===== config.mk =====
export PLATFORM = sky130hd
export DESIGN_NAME = scram_lanes
export DESIGN_NICKNAME = d
export VERILOG_FILES = /design/src/rtl/scram_lanes.sv
export SDC_FILE = /design/constraint.sdc
export NUM_CORES = 1
export LEC_CHECK = 0
export ABC_AREA = 1
export ABC_CLOCK_PERIOD_IN_PS = 20400
export CAP_MARGIN = 20
export CORE_AREA = 2 2 178 180
export CTS_CLUSTER_SIZE = 14
export DETAILED_ROUTE_END_ITERATION = 16
export DIE_AREA = 0 0 180 182
export GPL_ROUTABILITY_DRIVEN = 0
export GPL_TIMING_DRIVEN = 0
export PLACE_DENSITY = 0.72
export SETUP_SLACK_MARGIN = 0.05
export SYNTH_ARGS = -nofsm -noshare
export SYNTH_HDL_FRONTEND = slang
export SYNTH_SLANG_ARGS = --single-unit
export TNS_END_PERCENT = 100

===== constraint.sdc =====
create_clock -name clk -period 20.4 [get_ports clk]
set_input_delay 4.08 -clock clk [delete_from_list [all_inputs] [get_ports clk]]
set_output_delay 4.08 -clock clk [all_outputs]
set_load 0.01 [all_outputs]

===== src/rtl/scram_lanes.sv =====
// -----------------------------------------------------------------------------
// scram_lanes
//   Multi-lane self-synchronising scrambler / descrambler for the 64b/66b PCS,
//   polynomial G(x) = 1 + x^39 + x^58. Each lane keeps its own 58-bit history
//   of the scrambled stream and processes LEN bits per cycle, LSB first, fully
//   unrolled. Outputs are registered (1-cycle latency).
//
// Parameters
//   LANE_N : number of independent lanes (>= 1)
//   LEN    : data bits per lane per cycle (1..64)
//   MODE   : 0 = scramble (TX), 1 = descramble (RX)
//   SEED   : per-lane state value loaded at reset
//
// Ports
//   clk          in   clock, rising edge
//   reset        in   asynchronous, active-high reset
//   valid_i      in   [LANE_N]       per-lane word valid
//   data_i       in   [LANE_N*LEN]   lane l at [l*LEN +: LEN], bit 0 first on wire
//   valid_o      out  [LANE_N]       registered copy of valid_i
//   data_o       out  [LANE_N*LEN]   scrambled / descrambled words, same packing
//   seed_load_i  in   1              (SCRAM_SEED_LOAD_EN only) load seed_i into all lanes
//   seed_i       in   [58]           (SCRAM_SEED_LOAD_EN only) seed value
//
// Optional feature macro: SCRAM_SEED_LOAD_EN (adds the run-time seed load).
// -----------------------------------------------------------------------------
module scram_lanes #(
    parameter int unsigned LANE_N = 4,
    parameter int unsigned LEN    = 32,
    parameter int unsigned MODE   = 0,
    parameter logic [57:0] SEED   = 58'h0
) (
    input  logic                    clk,
    input  logic                    reset,
    input  logic [LANE_N-1:0]       valid_i,
    input  logic [LANE_N*LEN-1:0]   data_i,
    output logic [LANE_N-1:0]       valid_o,
    output logic [LANE_N*LEN-1:0]   data_o
`ifdef SCRAM_SEED_LOAD_EN
    ,
    input  logic                    seed_load_i,
    input  logic [57:0]             seed_i
`endif
);

    localparam int unsigned SW    = 58;   // state width
    localparam int unsigned TAP_A = 39;   // x^39 tap distance
    localparam int unsigned TAP_B = 58;   // x^58 tap distance
    localparam logic        DESCRAMBLE = (MODE != 0);

    for (genvar l = 0; l < LANE_N; l++) begin : g_lane
        logic [SW-1:0]  state_q;
        logic [SW-1:0]  state_d;
        logic [SW-1:0]  start_c;
        logic [SW-1:0]  run_c;
        logic [SW-1:0]  end_c;
        logic [LEN-1:0] word_in_c;
        logic [LEN-1:0] word_out_c;
        logic [LEN-1:0] data_q;
        logic [LEN-1:0] data_d;
        logic           valid_q;
        logic           valid_d;
        logic           fb_c;
        logic           sbit_c;

        assign word_in_c = data_i[l*LEN +: LEN];

        // Starting state for this cycle's word: a seed load overrides history.
`ifdef SCRAM_SEED_LOAD_EN
        assign start_c = seed_load_i ? seed_i : state_q;
`else
        assign start_c = state_q;
`endif

        // Bit-serial recurrence unrolled across the word. run_c[k] is the
        // scrambled bit k+1 positions back, so taps reaching into the current
        // word automatically see the bits computed earlier in this loop.
        always_comb begin
            run_c      = start_c;
            word_out_c = '0;
            fb_c       = 1'b0;
            sbit_c     = 1'b0;
            for (int j = 0; j < int'(LEN); j++) begin
                fb_c          = run_c[TAP_A-1] ^ run_c[TAP_B-1];
                word_out_c[j] = word_in_c[j] ^ fb_c;
                // History always tracks the scrambled stream: the output when
                // scrambling, the received input when descrambling.
                sbit_c        = DESCRAMBLE ? word_in_c[j] : word_out_c[j];
                run_c         = {run_c[SW-2:0], sbit_c};
            end
            end_c = run_c;
        end

        // Next-state: valid words advance the lane, idle cycles hold
        // (or pick up a freshly loaded seed).
        always_comb begin
            state_d = start_c;
            data_d  = data_q;
            valid_d = valid_i[l];
            if (valid_i[l]) begin
                state_d = end_c;
                data_d  = word_out_c;
            end
        end

        always_ff @(posedge clk or posedge reset) begin
            if (reset) begin
                state_q <= SEED;
                data_q  <= '0;
                valid_q <= 1'b0;
            end else begin
                state_q <= state_d;
                data_q  <= data_d;
                valid_q <= valid_d;
            end
        end

        assign data_o[l*LEN +: LEN] = data_q;
        assign valid_o[l]           = valid_q;
    end

endmodule


# Yosys cells after proc, flatten, opt, wreduce, memory -nomap -nowiden
# Cells that the tools add are included.
[classes]
n_addsub = 0
multipliers = 0
n_div = 0
eq_ne = 0
mux = 0
bitwise_logic = 256
n_shift = 0
reduce_logical = 0
order_cmp = 0
[ops]
columns = ["cell", "count"]
rows = [
  ["$xor A1 B1 Y1", 256],
]
[word_totals]
ff_bits = 364
output_inout_bits = 132
input_bits = 134
wordCells = 268
rom_bits = 0
ram_bits = 0
n_memories = 0
latchBits = 0

# Logic depth before layout (Yosys ltp)
# Gate-level depths: netlist (run 1).
[depth]
word_depth = 2
mapped_depth = 6
mapped_depth_nobuf = 6

# Least setup slack after synthesis (run 1)
# No wires, ideal clock.
[synth_timing]
path_type = "reg-to-output"
startpoint = "reg, netlist name g_lane[2].start_c[26]"
endpoint = "out data_o[69]"
t_required_ns = 16.320
path_slack_ns = 15.750
n_path_buf = 1
path_stages_with_launch = 2
arrival_ns = 0.570
path_cell_list = "dfrtp_1 -> buf_4"
[synth_rtl]
columns = ["item", "line", "rtl"]
rows = [
  ["end: declaration", "37", "output logic [LANE_N*LEN-1:0] data_o"],
]

==> results of run 1 <==
-- worst min-delay path, stage by stage, from the launching register on --
cell and delay [ps]:
dfrtp_1 360, nand2_1 60, nand2_1 50
-- cell usage after synthesis, types with 3 or more instances --
cell type / count / area (um2)
inv_1: 330 / 1239
buf_2: 9 / 45.04
nand3_2: 3 / 30.03
nor2_1: 3 / 11.26
nand3_1: 250 / 1251
o21ai_0: 102 / 510.5
xnor2_1: 3 / 26.28
dfrtp_1: 236 / 5906
buf_6: 19 / 214.0
clkbuf_1: 6 / 22.52
nand2_1: 863 / 3239
xor2_1: 3 / 26.28
buf_4: 142 / 1066
-- final timing paths --
kind	startpoint	to	slack, ps	cells after the start
hold / removal	g_lane[0].start_c[5]	g_lane[0].start_c[5]	510	2
setup reg to reg	g_lane[1].start_c[26]	g_lane[1].start_c[0]	19380	6
min in group asynchronous	reset	g_lane[1].start_c[55]	4080	2
hold reg to reg	g_lane[0].start_c[5]	g_lane[0].start_c[5]	510	2
setup / recovery	g_lane[2].start_c[26]	data_o[69]	14620	2
max in group asynchronous	reset	g_lane[0].start_c[27]	15210	3
-- where the power goes --
part	leakage (nW)	switching (mW)	total, mW	internal (mW)
logic	6.55	0.335	0.721	0.386
clock network	0.505	0.201	0.547	0.345
registers	2.88	0.140	0.739	0.599
total	9.93	0.676	2.01	1.33
-- flip-flops by register name (all words and copies together), names as in the netlist --
| register | count |
|---|---|
| g_lane.start_c | 232 |
| g_lane.valid_q | 4 |
-- metal layers --
layer | global-route usage | vias up
met3 | 0.03550 | 67
met1 | 0.2895 | 6158
li1 | - | 6462
met2 | 0.3957 | 377
met4 | 0.06862 | 2
met5 | 0 | -
-- cell families (layout without fill, tap and decap cells) --
family | count (synthesis) | count (layout) | share of synthesized area
AND/OR/NAND/NOR | 1119 | 1119 | 0.3318
flip-flops | 236 | 236 | 0.4324
AO/OA/AOI/OAI | 104 | 104 | 0.03866
XOR/XNOR | 6 | 6 | 0.003848
buffers and inverters | 513 | 831 | 0.1933
-- stage by stage --
stage / std cells / util
6_report: 2698 / 0.5767
5_1_grt: 2698 / 0.5767
4_1_cts: 2698 / 0.5767
3_5_place_dp: 2646 / 0.5438
3_3_place_gp: 2645 / 0.5426
2_1_floorplan: 1978 / -
-- area by class of cell --
type | count | area (um2) | share of cell area
sequential | 236 | 5906 | 0.3305
multi-input combinational | 1229 | 5112 | 0.2861
timing repair buffer | 266 | 2680 | 0.1500
buffer | 180 | 1385 | 0.07751
inverter | 333 | 1262 | 0.07065
clock buffer | 45 | 885.9 | 0.04957
tap | 402 | 503.0 | 0.02815
clock inverter | 7 | 135.1 | 0.007562
==> metrics.txt, run 1 <==
Die Y=between 150 and 200 um; Crit. End Element=primary output; FMAX=0.1730 GHz; die width=180 um; residual overflow from global routing=0; yosys warns=0; dpl cell area=0.01685 mm2; async set-reset flop share out of synthesis=1.000; setup TNS=0 ps; startpoint types=register; Resize count post-CTS=0; Worst Hold Class=register to register; Final Cycle Share=0.2833; Vias=approximately 13k; Pwr per Cell Area=112.3 mW/mm2; layout cells sized above 1=0.1002; Slew headroom=0.4157; Synth Register Bits=236; Max Slew Vio Count=0; clk sink count=~240; uppermost layer routed=met5; Hold WS=505.8 ps; Data arrival, critical path=1700 ps; first-pass GRT wire length=61.64 mm; critical path's top delay family=buffers and inverters; Clock Latency Late Sink=540 ps; number of I/O pins=around 270; num rows=65; post-CTS setup buffers=0; final setup vio count=0; Clock Pin Slew Worst Setup and Hold Paths=60 ps; post-synthesis cell type count=18; Tot Pwr=2.007 mW; Crit Path Max Fanout=6; peak supply drop=0.00006309 V; DR DRC count=0; core area=0.03099 mm2; post-route cell area=approximately 0.018 mm2; Buf/Inv on CP=2; crit-path cells=buf_4, clkdlybuf4s50_1; Synth Area per Inst=6.905 um2; met3 WL=2.154 mm; CTS tree=built; die area=0.03276 mm2; crit-path max cell delay=between 500 and 600 ps; Cell Area, Synth=0.01366 mm2; slowest CP cell=clkdlybuf4s50_1; Pleak=between 9 and 10 nW; vias per std cell=4.843; clock tree buffer depth=3; commonest non-fill, non-tap cells in the layout=nand2_1 (863), inv_1 (329), clkdlybuf4s50_1 (265); Synth Instances=around 2k; Max Cap Viol=0; status=complete, no violations; Post-synth EDFFs=0; initial antenna violation count=1; final-report hold violation count=0; Met1 Wirelength=approximately 16 mm; most common cell after layout, fill and taps aside=nand2_1; Clock Root Buffer=clkbuf_16; Worst EP required=16320 ps; sequential area share after synthesis=0.4324; post-place setup slack=around 15000 ps; post-route ant nets=0; Total Routing Usage GR=0.2266; Main synth FF type=dfrtp_1; Clock Skew=6.805 ps; Avg WL per Cell=13.89 um; hold buffer count at CTS=0; min setup slack post-route=around 15000 ps; Num CTS Buffers=28; fin crit period=around 5800 ps; synthesized net count=2112; filler instances=2849; hpwl dp=26.34 mm; Total Wirelength=37.47 mm; DR pass1 iterations=5; Crit Path Class=register to primary output; largest net degree at the start of global routing=about 120; DRT iter0 DRCs=833; Initial Util=0.4408; Synth-to-Final Area Change=30.84%; H-tree lvl count=1; fin nets=about 2.4k; met2 WL=about 18 mm; # diodes=0; vias in the first global route=12.74k; RSZ-0062 raised after global routing=false; Buffers on Ports=~270; Slew @ Worst Pin=876.4 ps
(Power assumes the default switching activity.)
==> run 2: changes to the inputs <==
ABC_CLOCK_PERIOD_IN_PS = 5100   (was 20400)
PLACE_DENSITY = 0.75   (was 0.72)
clock period = 5.1 ns   (was 20.4 ns; I/O delays follow)
==> run 2 against run 1 <==
Clock power grew to 3.4 times the previous value. Count of clock-buffer cells in the layout decreased by 3. Register-to-register slack got worse by 15000 ps. Routed wire length shrank 1.2%. Cell count is essentially flat.
==> metrics.txt, run 2 (synthesis results as in run 1) <==
RSZ-0062 raised after global routing=false; Hold WS=494.2 ps (-11.61 ps); Clock Pin Slew Worst Setup and Hold Paths=60 ps (about the same); FMAX=0.3695 GHz; Pwr per Cell Area=434.0 mW/mm2 (+290%); Pleak=9.889 nW (-0.44%); fin nets=2412 (+0.17%); hold buffer count at CTS=0 (unchanged); Avg WL per Cell=13.72 um (-1.2%); vias per std cell=4.833 (-0.21%); die width=180 um (unchanged); Clock Root Buffer=clkbuf_16; clk sink count=236 (unchanged); most common cell after layout, fill and taps aside=nand2_1; fin crit period=between 2000 and 3000 ps; Worst Hold Class=register to register; Crit Path Max Fanout=6 (unchanged); Clock Latency Late Sink=520 ps (-20 ps); initial antenna violation count=1 (unchanged); core area=0.03099 mm2 (unchanged); Final Cycle Share=0.5306; num rows=65 (unchanged); slowest CP cell=clkdlybuf4s50_1; Worst EP required=4080 ps (-12240 ps); crit-path max cell delay=520 ps (about the same); Max Slew Vio Count=0 (unchanged); Num CTS Buffers=27 (-3.6%); final cell count without fillers=2697 (-0.037%); Buffers on Ports=265 (unchanged); post-route cell area=0.01779 mm2 (-0.42%); largest net degree at the start of global routing=41 (-66%); critical path's top delay family=buffers and inverters; hpwl dp=26.59 mm (+0.93%); CP Depth=2 (unchanged); H-tree lvl count=1 (unchanged); Data arrival, critical path=1690 ps (about the same); die area=0.03276 mm2 (unchanged); Die Y=182 um (unchanged); layout cells sized above 1=0.09983 (-0.0003486); post-route ant nets=0 (unchanged); R2R cell count=6 (unchanged); peak supply drop=0.0002113 V (+230%); Crit. End Element=primary output; max reg flops=232 (unchanged); dpl cell area=0.01694 mm2 (+0.53%); status=complete, no violations; clock tree buffer depth=3 (unchanged); filler instances=2783 (-2.3%); setup TNS=0 ps (unchanged); Tot Pwr=7.723 mW (+280%); residual overflow from global routing=0 (unchanged); post-CTS setup buffers=0 (unchanged); DR DRC count=0 (unchanged); final-report hold violation count=0 (unchanged); Total Routing Usage GR=0.2273 (+0.0006256); Resize count post-CTS=0 (unchanged); crit-path cells=buf_4, clkdlybuf4s50_1; startpoint types=register; Buf/Inv on CP=2 (unchanged); DRT iter0 DRCs=821 (-1.4%); Max Cap Viol=0 (unchanged); first-pass GRT wire length=61.70 mm (+0.10%); Synth-to-Final Area Change=30.29%; CTS tree=built; vias in the first global route=12.82k (+0.61%); number of I/O pins=266 (unchanged); DR pass1 iterations=5 (unchanged); hold depth=2 (unchanged); final setup vio count=0 (unchanged); Slew @ Worst Pin=766.4 ps (-110.0 ps); Initial Util=0.4408 (unchanged); Crit Path Class=register to primary output; Clock Skew=10.40 ps (+3.600 ps); Crit. Startpoint=g_lane[2].start_c[26]; commonest non-fill, non-tap cells in the layout=nand2_1 (863), inv_1 (329), clkdlybuf4s50_1 (265); Total Wirelength=37.01 mm (-1.2%); placed insts=2651 (+0.19%); Vias=13.03k (-0.24%); Slew headroom=0.4880 (+0.07224); worst hold start=g_lane[1].start_c[5]; FF-to-FF Start=g_lane[0].start_c[27]
[run 2: changes by cell type in the layout (fill, tap and decap cells not counted), moves of 2 or more]
cell / previous run / this run
buf_12: 0 / 6
bufinv_16: 4 / 0
clkbuf_16: 29 / 27
clkinv_2: 3 / 1
clkinv_4: 0 / 2
[run 2: worst paths after layout]
kind	end	slack (ps)
max	data_o[69]	2390
min	g_lane[1].start_c[37]	490
max reg2reg	g_lane[0].start_c[20]	4090
min reg2reg	g_lane[1].start_c[37]	490
max in group asynchronous	g_lane[0].start_c[44]	3010
min in group asynchronous	g_lane[1].start_c[49]	990
[run 2: power breakdown]
part           switching [mW]  leakage (nW)  internal [mW]
clock                   0.771         0.423           1.11
combinational            1.34          6.59           1.55
sequential              0.559          2.88           2.40
total                    2.67          9.89           5.06
[run 2: per-stage QoR]
step                setup WS (ps)    util
global placement            -1003  0.5427
finish                       2394  0.5743
CTS                          2370  0.5742
floorplan                   988.1       -
detailed placement           2416  0.5466
global route                 2339  0.5743
[run 2: layout make-up]
| type | count | area (um2) | share of cell area |
|---|---|---|---|
| repair buffers | 271 | 2773 | 0.1558 |
| plain buffers | 180 | 1385 | 0.07784 |
| inverters | 333 | 1259 | 0.07074 |
| flip-flops and latches | 236 | 5906 | 0.3319 |
| multi-input cells | 1229 | 5112 | 0.2873 |
| clock inverters | 3 | 22.52 | 0.001266 |
| clock buffers | 42 | 832.0 | 0.04676 |
| diodes | 1 | 2.502 | 0.0001406 |
| well taps | 402 | 503.0 | 0.02827 |
[run 2: metal layers]
metal / vias to the layer above / routed length [um] / GRT usage / part of all wire
li1: 6455 / - / - / -
met1: 6094 / 15740 / 0.2907 / 0.43
met2: 404 / 18190 / 0.3959 / 0.49
met3: 81 / 2017 / 0.03149 / 0.055
met4: 0 / 1057 / 0.07740 / 0.029
met5: - / 0 / 0 / 0
[run 2: worst register-to-register path: cells and delay by family, from the launching register on]
| family | cells | cell delay (ps) |
|---|---|---|
| simple gates | 5 | 330 |
| buf+inv | 1 | 120 |
| flops | 1 | 450 |
==> RTL edit 1, RTL diff (settings of run 1) <==
Change the parameter `LANE_N` from 4 to 3.
--- a/src/rtl/scram_lanes.sv
+++ b/src/rtl/scram_lanes.sv
@@ -24,7 +24,7 @@
 // Optional feature macro: SCRAM_SEED_LOAD_EN (adds the run-time seed load).
 // -----------------------------------------------------------------------------
 module scram_lanes #(
-    parameter int unsigned LANE_N = 4,
+    parameter int unsigned LANE_N = 3,
     parameter int unsigned LEN    = 32,
     parameter int unsigned MODE   = 0,
     parameter logic [57:0] SEED   = 58'h0
Interface: changed (resized data_i, data_o, valid_i and valid_o); port bits go from 266 to 200. No check against the original RTL was run, so the function may have changed too.
==> RTL edit 1 against run 1 <==
Sequential cell count shrank 59; via count decreased by 27%; power decreased by 30%; hold slack about the same; setup slack better by 62 ps; design area is 26% lower; routed wire length decreased by 26%; synthesized area down 25%; largest cell class unchanged; highest routed layer unchanged.
==> RTL edit 1: results (changes against run 1) <==
outcome completed; LEAKAGE 7.31 nW (-26%); HPWL after DPL 19.9 mm (-25%); layout cells sized above 1 9.81% (-0.20 points); Final #Nets 1801 (-25%); crit path to data_o[37]; pwr/cell area 107 mW/mm^2 (-5.1%); synth top area cells dfrtp_1, nand2_1, nand3_1; WHS 506 ps (-0.164 ps); CTS HTree Levels 4 (+3); r2r setup slk 19430 ps (+50 ps); worst relative slew slack 54.3% (+13 points); worst reg2reg path depth 5 (-1); Longest Clk Path Bufs 2 (-1); Commonest cells post-synth nand2_1, inv_1, nand3_1, dfrtp_1, buf_4; DR vias 9576 (-27%); Clock transition at path regs 80 ps (+20 ps); placed cells 2083 (-21%); beginning of the worst hold path g_lane[2].start_c[3]; Clock Skews 13.1 ps (+6.28 ps); worst slack, placed 14860 ps (+291 ps); total combinational power 539 uW (-25%); largest net degree at the start of global routing 119 (-2.5%); PortBufs 199 (-25%); WL final 27.6 mm (-26%); clock buffer count from CTS 17 (-39%); 1st-iter DRT viols 634 (-24%); first-pass GRT wire length 45.3 mm (-26%)
[RTL edit 1: changes by cell type in the layout (fill, tap and decap cells not counted), moves of 5 or more]
cell             before  now
inv_1               329  244
clkdlybuf4s50_1     265  199
clkbuf_8             12    0
dfrtp_1             236  177
buf_4               142  107
nand3_1             250  189
o21ai_0             102   78
buf_6                19   10
clkbuf_16            29   17
nand2_1             863  645
clkinvlp_4            0    5
clkbuf_1             12    3
[RTL edit 1: area by class of cell]
| cell class | instances | area (um^2) |
|---|---|---|
| Clock inverter | 13 | 130 |
| Multi-Input combinational cell | 921 | 3820 |
| Timing Repair Buffer | 200 | 2020 |
| Inverter | 248 | 938 |
| Clock buffer | 18 | 429 |
| Tap cell | 402 | 503 |
| Fill cell | 3069 | 17700 |
| Buffer | 135 | 1000 |
| Sequential cell | 177 | 4430 |
[RTL edit 1: cells by family after synthesis]
kind of cell              count (synthesis)  share of synthesized area [%]
AOI/OAI and AO/OA                        78                           3.83
and+or+nand+nor                         837                           33.2
xor gates and xnor gates                  6                          0.516
buffers and inverters                   383                           19.0
DFF                                     177                           43.5
[RTL edit 1: worst max-delay path, cell delays in order (launching register included)]
cell and delay [ps]:
dfrtp_1 500, buf_4 170, clkdlybuf4s50_1 530
[RTL edit 1: layer usage]
| layer | global-route usage, % | up-vias | part of all wire (%) |
|---|---|---|---|
| li1 | - | 4810 | - |
| met1 | 21.7 | 4437 | 44 |
| met2 | 28.9 | 273 | 48 |
| met3 | 3.55 | 54 | 5.8 |
| met4 | 6.37 | 2 | 2.5 |
| met5 | 0 | - | 0.047 |
==> RTL edit 2, RTL diff (flow settings as in run 1) <==
Made on the original files. Register the output `data_o` once more; this adds one clock of latency there. The other outputs are not delayed to match.
--- a/src/rtl/scram_lanes.sv
+++ b/src/rtl/scram_lanes.sv
@@ -46,6 +46,8 @@
     localparam int unsigned TAP_A = 39;   // x^39 tap distance
     localparam int unsigned TAP_B = 58;   // x^58 tap distance
     localparam logic        DESCRAMBLE = (MODE != 0);
+
+    logic [LANE_N*LEN-1:0] data_c;
 
     for (genvar l = 0; l < LANE_N; l++) begin : g_lane
         logic [SW-1:0]  state_q;
@@ -114,8 +116,12 @@
             end
         end
 
-        assign data_o[l*LEN +: LEN] = data_q;
+        assign data_c[l*LEN +: LEN] = data_q;
         assign valid_o[l]           = valid_q;
+    end
+
+    always_ff @(posedge clk) begin
+        data_o <= data_c;
     end
 
 endmodule
Behaviour: not the same (Yosys sat finds a counterexample within 4 cycles, from zero or initial values and one cycle with reset high).
==> RTL edit 2 against run 1 <==
Die area stayed put; synthesized area is 12% higher; utilization is 6.4 points higher; routed wire length is 5.6% higher; synthesized cell count stayed put; hold slack worse by 110 ps; design area is 11% higher; power is 20% higher; global-route usage is 1.5 points higher; sequential cell count is 128 higher; sequential share of layout area is 9.6 points higher; clock skew is 7.2 ps higher; setup slack better by 220 ps; combinational power is 17% lower.
==> RTL edit 2: results (changes against run 1) <==
synth top area cells dfrtp_1, nand2_1, dfxtp_1; Clock transition at path regs 60 ps (about the same); PortBufs 265 (unchanged); CP max stage delay 610 ps (+90 ps); worst skew pair latency 530 ps; clock share of power 30.9% (+3.7 points); vias in the first global route 12900 (+1.4%); vias per cell 4.92 (+1.5%); Post-CTS Setup Bufs 0 (unchanged); grt met2 use 40.0% (+0.44 points); Adder-Cell Fraction of Synth Area 0% (unchanged); Layout fillers 2593 (-9.0%); CTS-repair resized insts 0 (unchanged); first-pass GRT wire length 64.3 mm (+4.3%); CTS HTree Levels 2 (+1); largest net degree at the start of global routing 124 (+1.6%); Worst-Margin Slew 866 ps (-10.6 ps); Post-Synth XOR/XNOR Area 0.344% (-0.041 points); 1st-iter DRT viols 801 (-3.8%); Final #Nets 2420 (+0.50%); max layer used met4; peak fanout along the critical path 1 (-5); Int Pwr 1.66 mW (+25%); wire per inst 14.5 um (+4.7%); clock buffer count from CTS 40 (+43%); WL met2 18.7 mm (+2.7%); most numerous cell in the Yosys netlist nand2_1; post-synthesis cell type count 21 (+3); outcome completed; class of the worst hold path flip-flop to flip-flop; Total GRT Usage 24.1% (+1.5 points); HPWL after DPL 27.0 mm (+2.4%); M1 WL 17.3 mm (+7.6%); Clock Skews 14.0 ps (+7.21 ps); met3 Usage GRT 4.69% (+1.1 points); layout cells sized above 1 5.31% (-4.7 points); Synth Area in Compound Gates 3.46% (-0.41 points); n_diodes 0 (unchanged); Seq/Total Area, Yosys 55.5% (+12 points); DRT Pass-1 Iters 5 (unchanged); GR Layer Usage met1 32.0% (+3.1 points); Synth async-reset ratio 64.8% (-35 points); Largest register FFs 232 (unchanged); LEAKAGE 10.6 nW (+6.4%); VDD IR-drop max 0.0946 mV (+50%); total combinational power 595 uW (-17%); wire length on met3 2.55 mm (+18%); Commonest cells post-synth nand2_1, inv_1, nand3_1, dfrtp_1, dfxtp_1; initial antenna violation count 2 (+1)
[RTL edit 2: layout make-up]
| class | instances | area (um^2) | share of cell area [%] |
|---|---|---|---|
| Sequential cell | 364 | 8470 | 42.7 |
| Multi-Input combinational cell | 1229 | 5110 | 25.7 |
| Timing Repair Buffer | 266 | 2680 | 13.5 |
| Inverter | 333 | 1260 | 6.35 |
| Clock buffer | 59 | 1210 | 6.12 |
| Tap cell | 402 | 503 | 2.53 |
| Buffer | 52 | 440 | 2.22 |
| Clock inverter | 15 | 173 | 0.870 |
[RTL edit 2: final timing paths]
path                                       startpoint                     to  slack (ps)  cells after the start
worst max-delay path                       data_o[83]             data_o[83]       14840                      1
worst min-delay path             g_lane[1].start_c[0]             data_o[63]         390                      0
worst min register to register   g_lane[1].start_c[0]             data_o[63]         390                      0
min in group asynchronous                       reset  g_lane[1].start_c[56]        4070                      2
max in group asynchronous                       reset  g_lane[0].start_c[51]       15160                      3
worst max register to register  g_lane[0].start_c[26]  g_lane[0].start_c[19]       19410                      5
[RTL edit 2: through the flow]
| step | power (mW) | worst slack [ps] | area [um^2] | std cells | hold WS [ps] |
|---|---|---|---|---|---|
| 2_1_floorplan | 1.38 | 9850 | 15300 | 1978 | 367 |
| 3_3_place_gp | 1.65 | 6320 | 18400 | 2645 | 377 |
| 3_5_place_dp | 1.68 | 14570 | 18500 | 2646 | 379 |
| 4_1_cts | 2.43 | 14800 | 19800 | 2720 | 393 |
| 5_1_grt | 2.56 | 14800 | 19800 | 2720 | 407 |
| 6_report | 2.41 | 14840 | 19800 | 2720 | 394 |
[RTL edit 2: worst register-to-register path: cells and delay by family, from the launching register on]
kind / cells / cell delay [ps]
AND/OR/NAND/NOR: 4 / 310
flip-flops: 1 / 490
buffers and inverters: 1 / 80
